===== src/rtl/issue_if.sv =====
// Decode-to-issue handshake bundle: decoded slots, flush/stall/writeback/serial inputs, and the issue decision back out.
interface issue_if #(parameter int NREG = 32);
  logic            flush;
  logic            stall_in;
  logic            valid0, valid1;
  logic [4:0]      rd0, rj0, rk0, rd1, rj1, rk1;
  logic            wr_rd0, wr_rd1;
  logic            use_rj0, use_rk0, use_rj1, use_rk1;
  logic            is_mem0, is_mem1;
  logic            is_serial0, is_serial1;
  logic            wb_en0, wb_en1;
  logic [4:0]      wb_rd0, wb_rd1;
  logic            serial_done;
  logic [1:0]      read_en;
  logic            issue0, issue1;
  logic [NREG-1:0] busy_o;

  modport master (
    output flush, stall_in, valid0, valid1, rd0, rj0, rk0, rd1, rj1, rk1,
           wr_rd0, wr_rd1, use_rj0, use_rk0, use_rj1, use_rk1,
           is_mem0, is_mem1, is_serial0, is_serial1,
           wb_en0, wb_en1, wb_rd0, wb_rd1, serial_done,
    input  read_en, issue0, issue1, busy_o
  );

  modport slave (
    input  flush, stall_in, valid0, valid1, rd0, rj0, rk0, rd1, rj1, rk1,
           wr_rd0, wr_rd1, use_rj0, use_rk0, use_rj1, use_rk1,
           is_mem0, is_mem1, is_serial0, is_serial1,
           wb_en0, wb_en1, wb_rd0, wb_rd1, serial_done,
    output read_en, issue0, issue1, busy_o
  );
endinterface


===== src/rtl/issue_ctrl.sv =====
// In-order dual-issue scheduler: busy scoreboard, one memory pipe, serialization FSM (RUN/DRAIN/SER_WAIT).
// Issue is combinational from inputs and registered state; CLAP_DUAL_ISSUE_EN enables slot 1.
module issue_ctrl #(
  parameter int NREG = 32
) (
  input logic   clk,
  input logic   rstn,
  issue_if.slave bus
);

  typedef enum logic [1:0] {RUN, DRAIN, SER_WAIT} state_t;

  state_t          state_q, state_d;
  logic [NREG-1:0] busy_q, busy_d;
  logic            ok0, can0, issue0, issue1;

  // Source and destination of slot 0 must be free (RAW and WAW against in-flight writes).
  always_comb begin
    ok0 = 1'b1;
    if (bus.use_rj0 && busy_q[bus.rj0]) ok0 = 1'b0;
    if (bus.use_rk0 && busy_q[bus.rk0]) ok0 = 1'b0;
    if (bus.wr_rd0 && busy_q[bus.rd0])  ok0 = 1'b0;
  end

  assign can0 = rstn && bus.valid0 && !bus.stall_in && !bus.flush;

  always_comb begin
    issue0  = 1'b0;
    state_d = state_q;
    case (state_q)
      RUN: begin
        if (bus.valid0 && bus.is_serial0) state_d = DRAIN;
        else                              issue0  = can0 && ok0;
      end
      DRAIN: begin
        if (busy_q == '0 && can0) begin
          issue0  = 1'b1;
          state_d = SER_WAIT;
        end
      end
      SER_WAIT: begin
        if (bus.serial_done) state_d = RUN;
      end
      default: state_d = RUN;
    endcase
    if (bus.flush) state_d = RUN;
  end

`ifdef CLAP_DUAL_ISSUE_EN
  logic ok1, raw01, waw01;

  always_comb begin
    ok1 = 1'b1;
    if (bus.use_rj1 && busy_q[bus.rj1]) ok1 = 1'b0;
    if (bus.use_rk1 && busy_q[bus.rk1]) ok1 = 1'b0;
    if (bus.wr_rd1 && busy_q[bus.rd1])  ok1 = 1'b0;
  end

  assign raw01 = bus.wr_rd0 && (bus.rd0 != 5'd0) &&
                 ((bus.use_rj1 && bus.rj1 == bus.rd0) || (bus.use_rk1 && bus.rk1 == bus.rd0));
  assign waw01 = bus.wr_rd0 && bus.wr_rd1 && (bus.rd0 == bus.rd1) && (bus.rd0 != 5'd0);

  assign issue1 = issue0 && (state_q == RUN) && bus.valid1 && ok1 &&
                  !bus.is_serial0 && !bus.is_serial1 &&
                  !(bus.is_mem0 && bus.is_mem1) && !raw01 && !waw01;
`else
  logic unused_slot1;
  assign unused_slot1 = ^{bus.valid1, bus.rj1, bus.rk1, bus.use_rj1, bus.use_rk1,
                          bus.is_mem0, bus.is_mem1, bus.is_serial1};
  assign issue1 = 1'b0;
`endif

  // Clears before sets so a same-cycle issue of a written-back register stays busy.
  always_comb begin
    busy_d = busy_q;
    if (bus.wb_en0) busy_d[bus.wb_rd0] = 1'b0;
    if (bus.wb_en1) busy_d[bus.wb_rd1] = 1'b0;
    if (issue0 && bus.wr_rd0) busy_d[bus.rd0] = 1'b1;
    if (issue1 && bus.wr_rd1) busy_d[bus.rd1] = 1'b1;
    busy_d[0] = 1'b0;
    if (bus.flush) busy_d = '0;
  end

  always_ff @(posedge clk) begin
    if (!rstn) begin
      busy_q  <= '0;
      state_q <= RUN;
    end else begin
      busy_q  <= busy_d;
      state_q <= state_d;
    end
  end

  assign bus.issue0  = issue0;
  assign bus.issue1  = issue1;
  assign bus.read_en = {issue1, issue0};
  assign bus.busy_o  = busy_q;

endmodule


===== src/flat_wrapper.sv =====
// flat-port wrapper written by rule: the top's interface ports become plain ports
module issue_ctrl_flat 
#(
  parameter int NREG = 32
)
  (clk, rstn, bus_flush, bus_stall_in, bus_valid0, bus_valid1, bus_rd0, bus_rj0, bus_rk0, bus_rd1, bus_rj1, bus_rk1, bus_wr_rd0, bus_wr_rd1, bus_use_rj0, bus_use_rk0, bus_use_rj1, bus_use_rk1, bus_is_mem0, bus_is_mem1, bus_is_serial0, bus_is_serial1, bus_wb_en0, bus_wb_en1, bus_wb_rd0, bus_wb_rd1, bus_serial_done, bus_read_en, bus_issue0, bus_issue1, bus_busy_o);
  issue_if #(.NREG(NREG)) bus_i ();
  input logic clk;
  input logic rstn;
  input wire logic [$bits(bus_i.flush)-1:0] bus_flush;
  input wire logic [$bits(bus_i.stall_in)-1:0] bus_stall_in;
  input wire logic [$bits(bus_i.valid0)-1:0] bus_valid0;
  input wire logic [$bits(bus_i.valid1)-1:0] bus_valid1;
  input wire logic [$bits(bus_i.rd0)-1:0] bus_rd0;
  input wire logic [$bits(bus_i.rj0)-1:0] bus_rj0;
  input wire logic [$bits(bus_i.rk0)-1:0] bus_rk0;
  input wire logic [$bits(bus_i.rd1)-1:0] bus_rd1;
  input wire logic [$bits(bus_i.rj1)-1:0] bus_rj1;
  input wire logic [$bits(bus_i.rk1)-1:0] bus_rk1;
  input wire logic [$bits(bus_i.wr_rd0)-1:0] bus_wr_rd0;
  input wire logic [$bits(bus_i.wr_rd1)-1:0] bus_wr_rd1;
  input wire logic [$bits(bus_i.use_rj0)-1:0] bus_use_rj0;
  input wire logic [$bits(bus_i.use_rk0)-1:0] bus_use_rk0;
  input wire logic [$bits(bus_i.use_rj1)-1:0] bus_use_rj1;
  input wire logic [$bits(bus_i.use_rk1)-1:0] bus_use_rk1;
  input wire logic [$bits(bus_i.is_mem0)-1:0] bus_is_mem0;
  input wire logic [$bits(bus_i.is_mem1)-1:0] bus_is_mem1;
  input wire logic [$bits(bus_i.is_serial0)-1:0] bus_is_serial0;
  input wire logic [$bits(bus_i.is_serial1)-1:0] bus_is_serial1;
  input wire logic [$bits(bus_i.wb_en0)-1:0] bus_wb_en0;
  input wire logic [$bits(bus_i.wb_en1)-1:0] bus_wb_en1;
  input wire logic [$bits(bus_i.wb_rd0)-1:0] bus_wb_rd0;
  input wire logic [$bits(bus_i.wb_rd1)-1:0] bus_wb_rd1;
  input wire logic [$bits(bus_i.serial_done)-1:0] bus_serial_done;
  output wire logic [$bits(bus_i.read_en)-1:0] bus_read_en;
  output wire logic [$bits(bus_i.issue0)-1:0] bus_issue0;
  output wire logic [$bits(bus_i.issue1)-1:0] bus_issue1;
  output wire logic [$bits(bus_i.busy_o)-1:0] bus_busy_o;
  assign bus_i.flush = bus_flush;
  assign bus_i.stall_in = bus_stall_in;
  assign bus_i.valid0 = bus_valid0;
  assign bus_i.valid1 = bus_valid1;
  assign bus_i.rd0 = bus_rd0;
  assign bus_i.rj0 = bus_rj0;
  assign bus_i.rk0 = bus_rk0;
  assign bus_i.rd1 = bus_rd1;
  assign bus_i.rj1 = bus_rj1;
  assign bus_i.rk1 = bus_rk1;
  assign bus_i.wr_rd0 = bus_wr_rd0;
  assign bus_i.wr_rd1 = bus_wr_rd1;
  assign bus_i.use_rj0 = bus_use_rj0;
  assign bus_i.use_rk0 = bus_use_rk0;
  assign bus_i.use_rj1 = bus_use_rj1;
  assign bus_i.use_rk1 = bus_use_rk1;
  assign bus_i.is_mem0 = bus_is_mem0;
  assign bus_i.is_mem1 = bus_is_mem1;
  assign bus_i.is_serial0 = bus_is_serial0;
  assign bus_i.is_serial1 = bus_is_serial1;
  assign bus_i.wb_en0 = bus_wb_en0;
  assign bus_i.wb_en1 = bus_wb_en1;
  assign bus_i.wb_rd0 = bus_wb_rd0;
  assign bus_i.wb_rd1 = bus_wb_rd1;
  assign bus_i.serial_done = bus_serial_done;
  assign bus_read_en = bus_i.read_en;
  assign bus_issue0 = bus_i.issue0;
  assign bus_issue1 = bus_i.issue1;
  assign bus_busy_o = bus_i.busy_o;
  issue_ctrl #(.NREG(NREG)) u_core (.clk(clk), .rstn(rstn), .bus(bus_i));
endmodule

===== config.mk =====
export PLATFORM = sky130hd
export DESIGN_NAME = issue_ctrl_flat
export DESIGN_NICKNAME = d
export VERILOG_FILES = /design/src/rtl/issue_if.sv /design/src/rtl/issue_ctrl.sv /design/src/flat_wrapper.sv
export SDC_FILE = /design/constraint.sdc
export NUM_CORES = 1
export LEC_CHECK = 0
export CAP_MARGIN = 20
export CORE_MARGIN = 2
export CORE_UTILIZATION = 47
export CTS_CLUSTER_DIAMETER = 40
export DETAILED_ROUTE_END_ITERATION = 6
export PLACE_DENSITY = 0.92
export REMOVE_ABC_BUFFERS = 1
export SLEW_MARGIN = 10
export SYNTH_ARGS = -nofsm -noshare
export SYNTH_HDL_FRONTEND = slang
export SYNTH_SLANG_ARGS = --single-unit

===== constraint.sdc =====
create_clock -name clk -period 5 [get_ports clk]
set_input_delay 1.5 -clock clk [delete_from_list [all_inputs] [get_ports clk]]
set_output_delay 1.5 -clock clk [all_outputs]
set_load 0.01 [all_outputs]

==> results of run 1 <==
[kinds of logic (layout without fill, tap and decap cells)]
family                 count (synthesis)  count (layout)
and+or+nand+nor                      128             128
AOI/OAI and AO/OA                     83              83
muxes                                 37              37
other                                  1               3
buffers and inverters                 28             107
DFF                                   33              33
[worst register-to-register path, cell delays in order, from the launching register on]
cell	delay, ns
dfxtp_1	0.42
mux4_2	0.51
mux2_2	0.28
a32o_1	0.27
o211ai_2	0.15
nand2_2	0.11
buf_4	0.16
buf_4	0.23
o41ai_1	0.55
[synthesized netlist by cell type, drive strengths merged (2+ instances only)]
cell type,count,share of area [%]
nand3,37,6.5
nor4b,2,0.62
a22oi,32,8.5
and2b,4,1.1
a21oi,2,0.35
nand2b,4,0.88
and3b,3,0.92
nor2,18,2.4
nand2,17,2.3
mux4,15,13
nor3b,9,2.4
nand4,2,0.44
o311ai,2,0.62
dfxtp,33,23
o21ai,3,0.53
and3,6,1.3
o22ai,2,0.44
dlygate4sd3,2,0.70
and4,2,0.62
nor4,7,1.5
nor2b,2,0.44
clkbuf,9,1.3
o211ai,3,0.97
buf,16,4.9
nor3,8,1.4
o41ai,32,10
mux2i,21,7.4
nand3b,4,1.3
[per-stage QoR]
step / util (%) / TNS (ns) / power, uW
4_1_cts: 64.73 / 0 / 599.4
6_report: 64.88 / 0 / 607.8
2_1_floorplan: - / -1.339 / 315.1
3_3_place_gp: 62.48 / -1.532 / 391.5
3_5_place_dp: 62.48 / -1.666 / 395.7
5_1_grt: 64.88 / 0 / 620.1
[layout make-up]
class	instances	share of cell area, %
tap	75	2.457
timing repair buffer	99	24.48
inverter	1	0.09830
clock inverter	1	0.1966
multi-input combinational	251	53.31
sequential	33	17.30
clock buffer	6	2.163
[metal layers]
metal  wire, microns  track usage (%)  up-vias
met5               0                0        -
met4             740            20.00        0
met3            1325            6.154       88
met2            4757            50.16      330
met1            3776            38.91     1569
li1                -                -     1450
[how the worst min path moves through the flow]
stage                            from                 to  slack, ns  depth (start not counted)
floorplan           u_core.state_q[1]  u_core.state_q[0]       0.45                          1
global placement    u_core.state_q[1]  u_core.state_q[0]       0.47                          1
detailed placement  u_core.state_q[1]  u_core.state_q[0]       0.48                          1
CTS                 u_core.state_q[1]  u_core.state_q[0]       0.49                          1
global route        u_core.state_q[1]  u_core.state_q[0]       0.53                          1
finish              u_core.state_q[1]  u_core.state_q[0]       0.50                          1
[sequential cells by signal, indices dropped and copies added, names as in the netlist]
register           cells
u_core.bus.busy_o     31
u_core.state_q         2
[power by group]
part | internal [uW] | total [uW] | leakage [uW] | switching [uW]
combinational | 62.9 | 132 | 0.00102 | 69.1
sequential | 263 | 264 | 0.000266 | 0.557
clock | 109 | 212 | 0.0000433 | 103
total | 435 | 608 | 0.00133 | 173
[repair_timing]
item                                    4_1_cts  5_1_grt
endpoints found under the setup margin        2        2
setup buffers                                 1        0
pin swaps                                     6        3
hold buffers                                  0        0
resized for setup                            26        7
==> results.tsv, run 1 <==
stage	metric	value	unit
outcome	result of the run	finished with violations	
outcome	failing checks	DRC	
logic_synthesis	synthesis-stage register bit count	33	
logic_synthesis	synthesized area per cell	9.170	sq um
layout	multi-input combinational cell area	0.002036	sq mm
grt	global-route wire length before repair	15.97	mm
sta	worst-case clock skew	0.01004	ns
floorplanning	ports placed on the boundary	95	
worst_setup_path	Buf+Inv Stages, Crit Path	2	
sta	maximum operating frequency	202.2	MHz
drt	Routed Wire Length	10.60	mm
sta	final hold violations	0	
worst_setup_path	endpoint arrival time on the critical path	3.45	ns
power	power density over the cells	159.2	mW/mm^2
logic_synthesis	fraction of the mapped netlist area in simple logic gates	25.18	%
logic_synthesis	most common flop cell mapped by yosys	dfxtp_1	
worst_setup_path	origin of the worst setup path	bus_valid0	
grt	largest net degree at the start of global routing	32	
logic_synthesis	portion of netlist area occupied by mux cells	20.60	%
cts	clk sinks	33	
cts	clock-pin slew on the worst setup and hold paths	0.08	ns
logic_synthesis	count of flip-flops with a built-in enable after synthesis	0	
worst_setup_path	Required @ worst endpoint	3.50	ns
power	worst vdd rail ir drop	0.1131	mV
logic_synthesis	xor/xnor cell area share of the yosys netlist	0	%
floorplanning	number of placement rows	28	
layout	commonest non-fill, non-tap cells in the layout	61 x clkdlybuf4s50_1, 37 x nand3_1, 33 x dfxtp_1	
worst_setup_path	WS Path Type	in -> out	
floorplanning	floorplan die width	81.77	microns
layout	final standard cell count with taps included and fillers excluded	466	
layout	layout cell share with drive strength beyond 1	17.14	%
placement	setup slack after placement	-0.8399	ns
drt	total number of vias	3437	
floorplanning	floorplan die area	0.006686	sq mm
layout	diode count	0	
layout	number of fillers in the final layout	435	
sta	shortest clock period the worst path allows after layout	4.946	ns
drt	Residual DRC	46	
sta	Pins Over Slew Limit	0	
sta	setup violators final	0	
logic_synthesis	synthesized-area fraction occupied by adder cells	0	%
layout	register area	660.6	sq um
cts	Clock H-tree levels	2	
drt	number of nets with antenna violations after routing	0	
grt	initial antenna violation count	0	
worst_setup_path	Worst setup SP type	input port	
cts	TritonCTS clock tree	built	
sta	final critical-path share of the clock period	98.92	%
drt	post-DR wirelength/cell	22.75	microns
drt	initial drt markers	763	
worst_setup_path	Critical Path Stages	8	
floorplanning	Vert. Die Dim	81.77	microns
logic_synthesis	share of the yosys chip area belonging to registers	23.24	%
worst_setup_path	worst reg-to-reg setup slack	2.16	ns
floorplanning	effective utilization at floorplan	48.30	%
cts	buffer cell driving the clock tree root	clkbuf_8	
floorplanning	core area	0.005886	sq mm
layout	post-route cell area	0.003819	sq mm
cts	clock buffers created by TritonCTS	5	
sta	worst slack on hold paths	0.4984	ns
logic_synthesis	number of cells produced by synthesis	310	
logic_synthesis	dominant combinational cell family by area after synthesis	simple AND/OR/NAND/NOR gates	
logic_synthesis	post-synthesis async set-or-reset flop share	0	%
job	Max-cap violations	0	
placement	# placed instances	458	
worst_setup_path	startpoint of the worst-slack reg-to-reg timing path	u_core.bus.busy_o[26]	
drt	vias per inst	7.376	
logic_synthesis	number of library cell types mapped by synthesis	51	
worst_setup_path	worst flop-to-flop path endpoint	u_core.bus.busy_o[25]	
placement	IO Port Bufs	69	
placement	cell area reported after detailed placement	0.003677	sq mm
grt	vias in the first global route	3172	
cts	clock insertion delay at the later pin of the skew report	0.29	ns
grt	GRT overflow	0	
sta	max_slew headroom	35.01	%
sta	RSZ-0062 raised after global routing	no	
worst_setup_path	Worst path slowest cell	clkdlybuf4s50_1	
power	static leakage power	0.001329	uW
worst_setup_path	crit path max fanout	2	
placement	half-perimeter wire length of the detailed placement result	7.424	mm
cts	maximum root-to-sink buffer count	2	
worst_setup_path	number of cell instances on the worst register-to-register path	8	
layout	area delta synth->final	34.33	%
grt	total track usage	31.52	%
worst_setup_path	Crit path max-delay family	simple AND/OR/NAND/NOR gates	
worst_setup_path	slowest cell delay on critical path	0.48	ns
logic_synthesis	Synth warnings	0	
layout	commonest non-fill, non-tap cell in the layout	clkdlybuf4s50_1	
sta	setup slack after layout	0.05424	ns
layout	# nets final	450	
worst_setup_path	critical path endpoint category	output port	
sta	transition time at the pin with the least slew margin	0.9705	ns
drt	router iterations before antenna repair	7	
logic_synthesis	cell area after synthesis	0.002843	sq mm
placement	final estimated routing congestion in global placement	0.9838	
logic_synthesis	compound-cell area share of the yosys netlist	23.81	%
hold_path	worst min-delay path category	reg -> reg	
worst_setup_path	timing endpoint of the critical path	bus_read_en[0]	
worst_setup_path	Cell Chain, Critical Path	clkdlybuf4s50_1, or4b_4, nor3_2, nand4_1, o311ai_2, nand2_2, nor2_4, buf_6	
(Power assumes the default switching activity.)
==> run 2, diff against run 1 <==
==> constraint.sdc (replaced) <==
create_clock -name clk -period 5 [get_ports clk]
set_input_delay 0.5 -clock clk [delete_from_list [all_inputs] [get_ports clk]]
set_output_delay 0.5 -clock clk [all_outputs]
set_load 0.01 [all_outputs]
==> run 2 against run 1 <==
  * The run still ends with DRC left
  * Non-clock buffer count down 26
  * Sequential power barely moved
  * Sequential cell count did not move
  * Combinational power decreased by 14%
  * Power up 5.3%
  * Die area unchanged
==> results.tsv, run 2 (synthesized netlist as in run 1, its figures left out) <==
stage	metric	value	unit	change
outcome	result of the run	finished with violations		
outcome	failing checks	DRC		
cts	TritonCTS clock tree	built		
sta	RSZ-0062 raised after global routing	no		
grt	total track usage	30.10	%	-1.4 points
power	Switching Power	178.1	uW	+3.0%
layout	number of fillers in the final layout	494		+14%
drt	router iterations before antenna repair	7		unchanged
hold_path	worst min-delay path category	reg -> reg		
sta	Pins Over Slew Limit	0		unchanged
grt	global-route wire length before repair	15.12	mm	-5.3%
drt	post-DR wirelength/cell	22.34	microns	-1.8%
worst_setup_path	timing endpoint of the critical path	bus_read_en[0]		
power	part of the power in combinational logic	17.7	%	-4.0 points
power	worst vdd rail ir drop	0.1432	mV	+27%
power	internal portion of total power	461.9	uW	+6.2%
drt	total number of vias	3257		-5.2%
layout	post-route cell area	0.003592	sq mm	-5.9%
power	part of the total power dissipated in sequential elements	41.2	%	-2.2 points
sta	setup TNS after final layout	0	ns	unchanged
placement	IO Port Bufs	69		unchanged
layout	diode count	0		unchanged
layout	layout cell share with drive strength beyond 1	8.743	%	-8.4 points
grt	largest net degree at the start of global routing	36		+13%
layout	# nets final	424		-5.8%
floorplanning	number of placement rows	28		unchanged
sta	setup violators final	0		unchanged
sta	maximum operating frequency	244.9	MHz	+21%
layout	utilization after layout	61.03	%	-3.8 points
job	Max-cap violations	0		unchanged
floorplanning	ports placed on the boundary	95		unchanged
sta	worst-case clock skew	0.01475	ns	+0.004712 ns
worst_setup_path	number of cell instances on the worst register-to-register path	7		-1
cts	buffer cell driving the clock tree root	clkbuf_8		
cts	maximum root-to-sink buffer count	2		unchanged
power	static leakage power	0.001184	uW	-11%
drt	Residual DRC	2		-96%
worst_setup_path	origin of the worst setup path	bus_rk0[0]		
worst_setup_path	WS Path Type	in -> out		
worst_setup_path	worst reg-to-reg setup slack	2.25	ns	+0.09 ns
worst_setup_path	critical path endpoint category	output port		
worst_setup_path	worst flop-to-flop path endpoint	u_core.bus.busy_o[2]		
floorplanning	floorplan die area	0.006686	sq mm	unchanged
worst_setup_path	Worst setup SP type	input port		
grt	GRT overflow	0		unchanged
drt	Routed Wire Length	9.850	mm	-7.1%
layout	max FFs per register	31		unchanged
placement	cell area reported after detailed placement	0.003477	sq mm	-5.4%
layout	commonest non-fill, non-tap cell in the layout	clkdlybuf4s50_1		
cts	total setup buffers inserted after CTS	0		-1
placement	final estimated routing congestion in global placement	0.9592		-2.5%
drt	initial drt markers	588		-23%
cts	Post-CTS Hold Fix Bufs	0		unchanged
cts	clk sinks	33		unchanged
power	switching power share of the total	27.83	%	-0.63 points
worst_setup_path	endpoint arrival time on the critical path	3.58	ns	+0.13 ns
power	power density over the cells	178.2	mW/mm^2	+12%
sta	final hold violations	0		unchanged
sta	transition time at the pin with the least slew margin	0.9591	ns	-0.01134 ns
power	Clock power frac	41.1	%	+6.2 points
grt	vias in the first global route	2900		-8.6%
placement	half-perimeter wire length of the detailed placement result	7.026	mm	-5.4%
sta	shortest clock period the worst path allows after layout	4.084	ns	-0.8620 ns
drt	vias per inst	7.385		+0.13%
floorplanning	core area	0.005886	sq mm	unchanged
cts	clock insertion delay at the later pin of the skew report	0.31	ns	+0.02 ns
worst_setup_path	Required @ worst endpoint	4.50	ns	+1.00 ns
sta	max_slew headroom	35.92	%	+0.91 points
worst_setup_path	crit path max fanout	32		+30
cts	clock-pin slew on the worst setup and hold paths	0.09	ns	about the same
cts	clock buffers created by TritonCTS	5		unchanged
drt	number of nets with antenna violations after routing	0		unchanged
worst_setup_path	startpoint of the worst-slack reg-to-reg timing path	u_core.bus.busy_o[16]		
layout	commonest non-fill, non-tap cells in the layout	69 x clkdlybuf4s50_1, 37 x nand3_1, 33 x dfxtp_1		
floorplanning	floorplan die width	81.77	microns	unchanged
grt	initial antenna violation count	0		unchanged
cts	Gates resized, CTS repair	0		-100%
floorplanning	Vert. Die Dim	81.77	microns	unchanged
sta	final critical-path share of the clock period	81.68	%	-17 points
cts	Clock H-tree levels	2		unchanged
layout	area delta synth->final	26.36	%	
floorplanning	effective utilization at floorplan	48.30	%	unchanged
## run 2: cell types whose count changed in the layout (fill, tap and decap cells not counted), moves of 2 or more
cell             delta
dlygate4sd2_1       -3
dlymetal6s2s_1      -2
mux4_2              -2
buf_6               -4
buf_4              -23
mux4_1              +2
clkdlybuf4s50_1     +8
## run 2: area by class of cell
cell class / count / area (sq um) / area share (%)
inverters: 1 / 3.754 / 0.1045
multi-input cells: 251 / 1998 / 55.63
repair buffers: 73 / 720.7 / 20.06
clock buffers: 5 / 68.82 / 1.916
clock inverters: 3 / 46.29 / 1.289
flip-flops and latches: 33 / 660.6 / 18.39
well taps: 75 / 93.84 / 2.612
## run 2: how the worst min path moves through the flow
stage	start	to	slack [ns]	cells past startpoint
after floorplan	u_core.state_q[1]	u_core.state_q[0]	0.45	1
after global placement	u_core.state_q[1]	u_core.state_q[0]	0.46	1
after detailed placement	u_core.state_q[1]	u_core.state_q[0]	0.49	1
after CTS	u_core.state_q[1]	u_core.state_q[0]	0.50	1
after global routing	u_core.state_q[1]	u_core.state_q[0]	0.52	1
final	u_core.state_q[1]	u_core.state_q[0]	0.50	1
## run 2: worst max-delay path, stage by stage
cell,delay (ns)
clkdlybuf4s50_1,0.71
mux4_1,0.69
a22o_1,0.26
a32o_1,0.21
o211ai_2,0.15
nand2_2,0.08
buf_4,0.26
nor2_1,0.16
clkdlybuf4s50_1,0.55
## run 2: routing by layer
| metal | part of all wire [%] | GRT usage (%) | vias up |
|---|---|---|---|
| met5 | 0 | 0 | - |
| met4 | 6.1 | 18.83 | 0 |
| met3 | 12 | 5.934 | 62 |
| met2 | 46 | 47.64 | 296 |
| met1 | 36 | 37.47 | 1500 |
| li1 | - | - | 1399 |
## run 2: power by group through the flow
stage / combinational, uW / sequential, uW / clock (uW)
6_report: 113 / 263 / 263
5_1_grt: 121 / 263 / 274
4_1_cts: 111 / 263 / 260
3_5_place_dp: 110 / 270 / 0
3_3_place_gp: 107 / 270 / 0
2_1_floorplan: 45.6 / 269 / 0
## run 2: per-stage QoR
stage	hold WS [ns]	worst slack (ns)	std cells	power (uW)
2_1_floorplan	0.4458	1.331	285	315.1
3_3_place_gp	0.4610	1.015	433	376.7
3_5_place_dp	0.4857	0.9693	433	379.6
4_1_cts	0.4973	0.9132	441	633.7
5_1_grt	0.5161	0.7047	441	658.4
6_report	0.5025	0.9162	441	640.0
